$ cat config.mk
export PLATFORM = sky130hd
export DESIGN_NAME = wb_write_arbiter
export DESIGN_NICKNAME = d
export VERILOG_FILES = /design/src/rtl/wb_write_arbiter.sv
export SDC_FILE = /design/constraint.sdc
export NUM_CORES = 1
export LEC_CHECK = 0
export ABC_AREA = 1
export CAP_MARGIN = 10
export CORE_ASPECT_RATIO = 1.25
export CORE_UTILIZATION = 45
export CTS_CLUSTER_DIAMETER = 60
export DETAILED_ROUTE_END_ITERATION = 12
export PLACE_DENSITY_LB_ADDON = 0.1
export SLEW_MARGIN = 20
export SYNTH_ARGS = -nofsm -noshare
export SYNTH_HDL_FRONTEND = slang
export SYNTH_SLANG_ARGS = --single-unit
$ cat constraint.sdc
create_clock -name clk -period 4.2 [get_ports clk]
set_input_delay 0.63 -clock clk [delete_from_list [all_inputs] [get_ports clk]]
set_output_delay 0.63 -clock clk [all_outputs]
set_load 0.01 [all_outputs]
$ cat src/rtl/wb_write_arbiter.sv
// Register-file write-port arbiter: single-cycle ALU results vs. a FIFO of long-latency results.
// Optional starvation guard for the FIFO is enabled by defining WB_STARVE_GUARD_EN.
module wb_write_arbiter #(
    parameter int unsigned DEPTH        = 4,
    parameter int unsigned XLEN         = 32,
    parameter int unsigned STARVE_LIMIT = 8
) (
    input  logic                     clk,
    input  logic                     rst,
    input  logic                     alu_valid,
    input  logic [4:0]               alu_rd,
    input  logic [XLEN-1:0]          alu_data,
    output logic                     alu_stall,
    input  logic                     lsu_valid,
    output logic                     lsu_ready,
    input  logic [4:0]               lsu_rd,
    input  logic [XLEN-1:0]          lsu_data,
    input  logic                     pend_set,
    input  logic [4:0]               pend_rd,
    output logic                     wr_en,
    output logic [4:0]               wr_rd,
    output logic [XLEN-1:0]          wr_data,
    output logic [31:0]              pending,
    output logic [$clog2(DEPTH):0]   fifo_count
);

    localparam int unsigned AW = $clog2(DEPTH);
    localparam int unsigned CW = AW + 1;

    if (DEPTH < 2 || (DEPTH & (DEPTH - 1)) != 0 || STARVE_LIMIT < 1) begin : g_bad_param
        $error("wb_write_arbiter: DEPTH must be a power of 2 >= 2 and STARVE_LIMIT >= 1");
    end

    logic [4:0]      r_mem_rd   [DEPTH];
    logic [XLEN-1:0] r_mem_data [DEPTH];
    logic [AW-1:0]   r_wptr;
    logic [AW-1:0]   r_rptr;
    logic [CW-1:0]   r_count;
    logic [31:0]     r_pending;
    logic            r_wr_en;
    logic [4:0]      r_wr_rd;
    logic [XLEN-1:0] r_wr_data;

    logic            w_push;
    logic            w_pop;
    logic            w_alu_win;
    logic            w_fifo_empty;
    logic [31:0]     w_pend_next;

    assign w_fifo_empty = (r_count == '0);
    assign lsu_ready    = !rst && (r_count < CW'(DEPTH));
    assign w_push       = lsu_valid && lsu_ready;
    assign w_alu_win    = alu_valid && !alu_stall;
    assign w_pop        = !w_alu_win && !w_fifo_empty;

`ifdef WB_STARVE_GUARD_EN
    localparam int unsigned SW = $clog2(STARVE_LIMIT + 1);
    logic [SW-1:0] r_starve;

    assign alu_stall = (r_starve == SW'(STARVE_LIMIT));

    always_ff @(posedge clk or posedge rst) begin
        if (rst) begin
            r_starve <= '0;
        end else if (w_pop || w_fifo_empty) begin
            r_starve <= '0;
        end else if (w_alu_win) begin
            r_starve <= r_starve + 1'b1;
        end
    end
`else
    assign alu_stall = 1'b0;
`endif

    // Storage is not reset: entries are only ever read below the tail pointer.
    always_ff @(posedge clk) begin
        if (w_push) begin
            r_mem_rd[r_wptr]   <= lsu_rd;
            r_mem_data[r_wptr] <= lsu_data;
        end
    end

    always_ff @(posedge clk or posedge rst) begin
        if (rst) begin
            r_wptr  <= '0;
            r_rptr  <= '0;
            r_count <= '0;
        end else begin
            if (w_push) r_wptr <= r_wptr + 1'b1;
            if (w_pop)  r_rptr <= r_rptr + 1'b1;
            case ({w_push, w_pop})
                2'b10:   r_count <= r_count + 1'b1;
                2'b01:   r_count <= r_count - 1'b1;
                default: r_count <= r_count;
            endcase
        end
    end

    // Clear first, then set, so a re-issue to the same register keeps its bit.
    always_comb begin
        w_pend_next = r_pending;
        if (w_pop) w_pend_next[r_mem_rd[r_rptr]] = 1'b0;
        if (pend_set && pend_rd != 5'd0) w_pend_next[pend_rd] = 1'b1;
        w_pend_next[0] = 1'b0;
    end

    always_ff @(posedge clk or posedge rst) begin
        if (rst) begin
            r_pending <= '0;
        end else begin
            r_pending <= w_pend_next;
        end
    end

    always_ff @(posedge clk or posedge rst) begin
        if (rst) begin
            r_wr_en   <= 1'b0;
            r_wr_rd   <= '0;
            r_wr_data <= '0;
        end else if (w_alu_win) begin
            r_wr_en   <= (alu_rd != 5'd0);
            r_wr_rd   <= alu_rd;
            r_wr_data <= alu_data;
        end else if (w_pop) begin
            r_wr_en   <= (r_mem_rd[r_rptr] != 5'd0);
            r_wr_rd   <= r_mem_rd[r_rptr];
            r_wr_data <= r_mem_data[r_rptr];
        end else begin
            r_wr_en   <= 1'b0;
        end
    end

    assign wr_en      = r_wr_en;
    assign wr_rd      = r_wr_rd;
    assign wr_data    = r_wr_data;
    assign pending    = r_pending;
    assign fifo_count = r_count;

endmodule

==> impl_metrics.xml <==
<?xml version="1.0" encoding="UTF-8"?>
<metrics>
  <group name="synthesis">
    <metric name="synth-main-ff-cell" unit="">sky130_fd_sc_hd__edfxtp_1</metric>
    <metric name="most_numerous_cell_in_the_yosys_netlist" unit="">sky130_fd_sc_hd__nand2_1</metric>
    <metric name="asyncSetResetFlopFracSynth" unit="">0.339</metric>
    <metric name="yosys_warnings" unit="">0</metric>
    <metric name="synth_compound_area_frac" unit="">0.0937</metric>
    <metric name="synth_top_cell_by_area" unit="">sky130_fd_sc_hd__edfxtp_1</metric>
    <metric name="synthDominantCellAreaShare" unit="">0.479</metric>
    <metric name="synthesis.area" unit="sq mm">0.00928</metric>
    <metric name="synth_seq_area_share" unit="">0.684</metric>
    <metric name="synth-xor-area-share" unit="">0.00378</metric>
    <metric name="netlist_cell_types" unit="">31</metric>
    <metric name="post_synth_mux_area_share" unit="">0</metric>
    <metric name="synth_commonest_cells" unit="">207 x sky130_fd_sc_hd__nand2_1, 148 x sky130_fd_sc_hd__edfxtp_1, 140 x sky130_fd_sc_hd__nor2_1, 126 x sky130_fd_sc_hd__o21ai_0, 76 x sky130_fd_sc_hd__dfrtp_1</metric>
    <metric name="synth-edff-count" unit="">148</metric>
    <metric name="ys_ff_latch" unit="">224</metric>
    <metric name="combinational_family_with_the_most_area_after_synthesis" unit="">simple AND/OR/NAND/NOR gates</metric>
    <metric name="cell_count_after_synthesis" unit="">874</metric>
    <metric name="postSynthAreaPerCell" unit="sq um">10.6</metric>
    <metric name="ys_top_cells_by_area" unit="">sky130_fd_sc_hd__edfxtp_1 48%, sky130_fd_sc_hd__dfrtp_1 20%, sky130_fd_sc_hd__nand2_1 8.4%</metric>
    <metric name="yosys.area_share.adder" unit="">0.00890</metric>
    <metric name="synth-simple-area-share" unit="">0.174</metric>
  </group>
  <group name="timing">
    <metric name="grt_setup_unrepaired" unit="">no</metric>
    <metric name="timing.final.hold_violations" unit="">0</metric>
    <metric name="setup_viol" unit="">0</metric>
    <metric name="clock.fmax" unit="GHz">0.416</metric>
    <metric name="totalNegativeSetupSlack" unit="ns">0</metric>
    <metric name="max_slew.worst_pin.slew" unit="ns">1.04</metric>
    <metric name="final_period_minus_worst_setup_slack" unit="ns">2.41</metric>
    <metric name="min_period_over_period" unit="">0.573</metric>
    <metric name="final_max_slew_viol_count" unit="">0</metric>
    <metric name="timing.max_slew.rel_slack" unit="">0.298</metric>
    <metric name="finalClockSkew" unit="ns">0.00746</metric>
  </group>
  <group name="clocking">
    <metric name="cts_buffer_depth" unit="">3</metric>
    <metric name="cts_hold_buf" unit="">0</metric>
    <metric name="clock_tree_from_tritoncts" unit="">done</metric>
    <metric name="cts_root_buffer" unit="">sky130_fd_sc_hd__clkbuf_16</metric>
    <metric name="cts_setup_buffers" unit="">0</metric>
    <metric name="post_cts_resize_count" unit="">0</metric>
    <metric name="clk_pin_slew" unit="ns">0.06</metric>
    <metric name="cts_buffers" unit="">21</metric>
    <metric name="clkLatencyLatePin" unit="ns">0.50</metric>
    <metric name="cts.htree.levels" unit="">1</metric>
    <metric name="numClockSinks" unit="">224</metric>
  </group>
  <group name="floorplan">
    <metric name="die_height" unit="um">163</metric>
    <metric name="floorplan.die.width" unit="um">130</metric>
    <metric name="top_level_ports" unit="">159</metric>
    <metric name="start_util" unit="">0.460</metric>
    <metric name="floorplan.die_area" unit="sq mm">0.0212</metric>
    <metric name="fp.coreArea" unit="sq mm">0.0202</metric>
    <metric name="core.rowCount" unit="">58</metric>
  </group>
  <group name="pwr">
    <metric name="internal_power" unit="uW">5000</metric>
    <metric name="p_switching" unit="uW">2620</metric>
    <metric name="pwr-share-clk" unit="">0.238</metric>
    <metric name="power.density_cell_area" unit="mW/mm^2">648</metric>
    <metric name="swShare" unit="">0.344</metric>
    <metric name="power_frac_comb" unit="">0.361</metric>
    <metric name="p_leak" unit="uW">0.00447</metric>
    <metric name="ir_worst_vdd" unit="uV">330</metric>
    <metric name="pwr-share-seq" unit="">0.401</metric>
  </group>
  <group name="finish">
    <metric name="final_layout_size_suffix_gt1_frac" unit="">0.0766</metric>
    <metric name="antenna_cells" unit="">0</metric>
    <metric name="number_of_nets_at_the_end_of_the_flow" unit="">1119</metric>
    <metric name="area_delta_synth_final" unit="%">26.9</metric>
    <metric name="fin_cells" unit="">1314</metric>
  </group>
  <group name="grt">
    <metric name="gr-max-usage-layer" unit="">met2</metric>
    <metric name="met2_usage" unit="">0.371</metric>
    <metric name="first_global_vias" unit="">6620</metric>
    <metric name="total_routing_usage_gr" unit="">0.211</metric>
    <metric name="grt_overflow" unit="">0</metric>
    <metric name="grt_pass1_wl" unit="um">34300</metric>
    <metric name="pin_count_of_the_biggest_net_entering_global_routing" unit="">77</metric>
    <metric name="grt.met1_usage" unit="">0.273</metric>
    <metric name="grt_antenna_before_repair" unit="">0</metric>
    <metric name="grt_util_met3" unit="">0.0292</metric>
  </group>
  <group name="critical_path">
    <metric name="critical_path.max_fanout" unit="">2</metric>
    <metric name="timing_worst_setup_path_type" unit="">input pin to output pin</metric>
    <metric name="cp-end-kind" unit="">output pin</metric>
    <metric name="worst_setup_path_start_kind" unit="">input pin</metric>
    <metric name="worst-endpoint-required" unit="ns">3.57</metric>
    <metric name="critPathArrivalTime" unit="ns">1.78</metric>
  </group>
  <group name="placement">
    <metric name="post-place-cells" unit="">1276</metric>
    <metric name="numPortBuffers" unit="">156</metric>
    <metric name="detailed_place_hpwl" unit="um">14200</metric>
    <metric name="place.gp.congestion" unit="">0.851</metric>
  </group>
  <group name="drt">
    <metric name="antenna_left" unit="">0</metric>
    <metric name="viasPerCell" unit="">5.06</metric>
    <metric name="drt_pass1_iterations" unit="">4</metric>
    <metric name="routed_wire_length_per_instance" unit="um">16.5</metric>
    <metric name="detailedRoute.firstIterationViolations" unit="">439</metric>
    <metric name="via_count" unit="">6653</metric>
    <metric name="detail_route.drc_violations" unit="">0</metric>
    <metric name="routed_wirelength" unit="um">21700</metric>
  </group>
  <group name="job">
    <metric name="cap_violations" unit="">0</metric>
  </group>
  <group name="run_status">
    <metric name="run_status" unit="">completed</metric>
  </group>
  <group name="hold_path">
    <metric name="min_path_type" unit="">input pin to asynchronous set/reset pin</metric>
  </group>
</metrics>
per-stage QoR:
stage	setup slack, ns	hold slack (ns)	util	total power [uW]	instance area (sq um)
3_3_place_gp	1.35	0.458	0.551	5850	11100
6_report	1.79	0.442	0.584	7630	11800
4_1_cts	1.79	0.439	0.584	7710	11800
5_1_grt	1.62	0.478	0.584	8120	11800
2_1_floorplan	1.11	0.504	-	4660	9280
3_5_place_dp	1.34	0.457	0.551	5880	11100
placed cells by master (no fill, tap or decap), drive strengths merged:
master         instances
a21oi                  3
buf                   15
bufinv                 1
clkbuf                26
clkdlybuf4s50        155
clkinv                11
conb                   2
dfrtp                 76
edfxtp               148
fa                     1
ha                     5
inv                   34
nand2                214
nand3                 18
nor2                 152
nor3                   9
nor4                   2
o211ai                 3
o21a                   1
o21ai                164
xnor2                  1
xor2                   3
per-layer routing:
layer	wire [um]	share of wire
met5	0	0
met4	318	0.015
met3	1120	0.051
met2	10800	0.50
met1	9460	0.44
power by group through the flow:
stage               combinational [uW]  sequential (uW)  clock, uW
global placement                  2740             3100          0
detailed placement                2780             3100          0
global route                      3060             3110       1940
floorplan                         1440             3220          0
CTS                               2790             3070       1860
finish                            2750             3060       1810
cells by family after synthesis:
logic type	Yosys count
AND/OR/NAND/NOR	395
flip-flops	224
buffers and inverters	73
XOR/XNOR	4
other	1
adder cells (fa/ha/maj)	6
AO/OA/AOI/OAI	171
final timing paths:
| kind | from | to | slack, ns | depth (start not counted) |
|---|---|---|---|---|
| min reg2reg | pending[27]$_DFF_PP0_ | pending[27]$_DFF_PP0_ | 0.47 | 2 |
| min in group clk | pending[27]$_DFF_PP0_ | pending[27]$_DFF_PP0_ | 0.47 | 2 |
| min | rst | pending[14]$_DFF_PP0_ | 0.44 | 2 |
| max in group asynchronous | rst | r_rptr[0]$_DFFE_PP0N_ | 2.98 | 3 |
| max reg2reg | r_rptr[1]$_DFFE_PP0N_ | wr_data[23]$_DFFE_PP0P_ | 1.83 | 6 |
| max | rst | lsu_ready | 1.79 | 3 |
state kept, by name, summed over array words and instances, names as in the netlist:
| register | cells |
|---|---|
| fifo_count | 3 |
| pending | 31 |
| r_mem_data | 128 |
| r_mem_rd | 20 |
| r_rptr | 2 |
| r_wptr | 2 |
| wr_data | 32 |
| wr_en | 1 |
| wr_rd | 5 |
cell type report:
class                           count  area (sq um)
Clock buffer                       26           574
Clock inverter                     12          83.8
Fill cell                        1780          8400
Inverter                           34           131
Multi-Input combinational cell    578          2640
Sequential cell                   224          6350
Tap cell                          270           338
Timing Repair Buffer              170          1660
critical path: stages:
cell and delay (ns):
sky130_fd_sc_hd__clkdlybuf4s50_1 0.43, sky130_fd_sc_hd__nor2_1 0.16, sky130_fd_sc_hd__clkdlybuf4s50_1 0.55
Note: power is estimated with default switching activity, not from simulation.
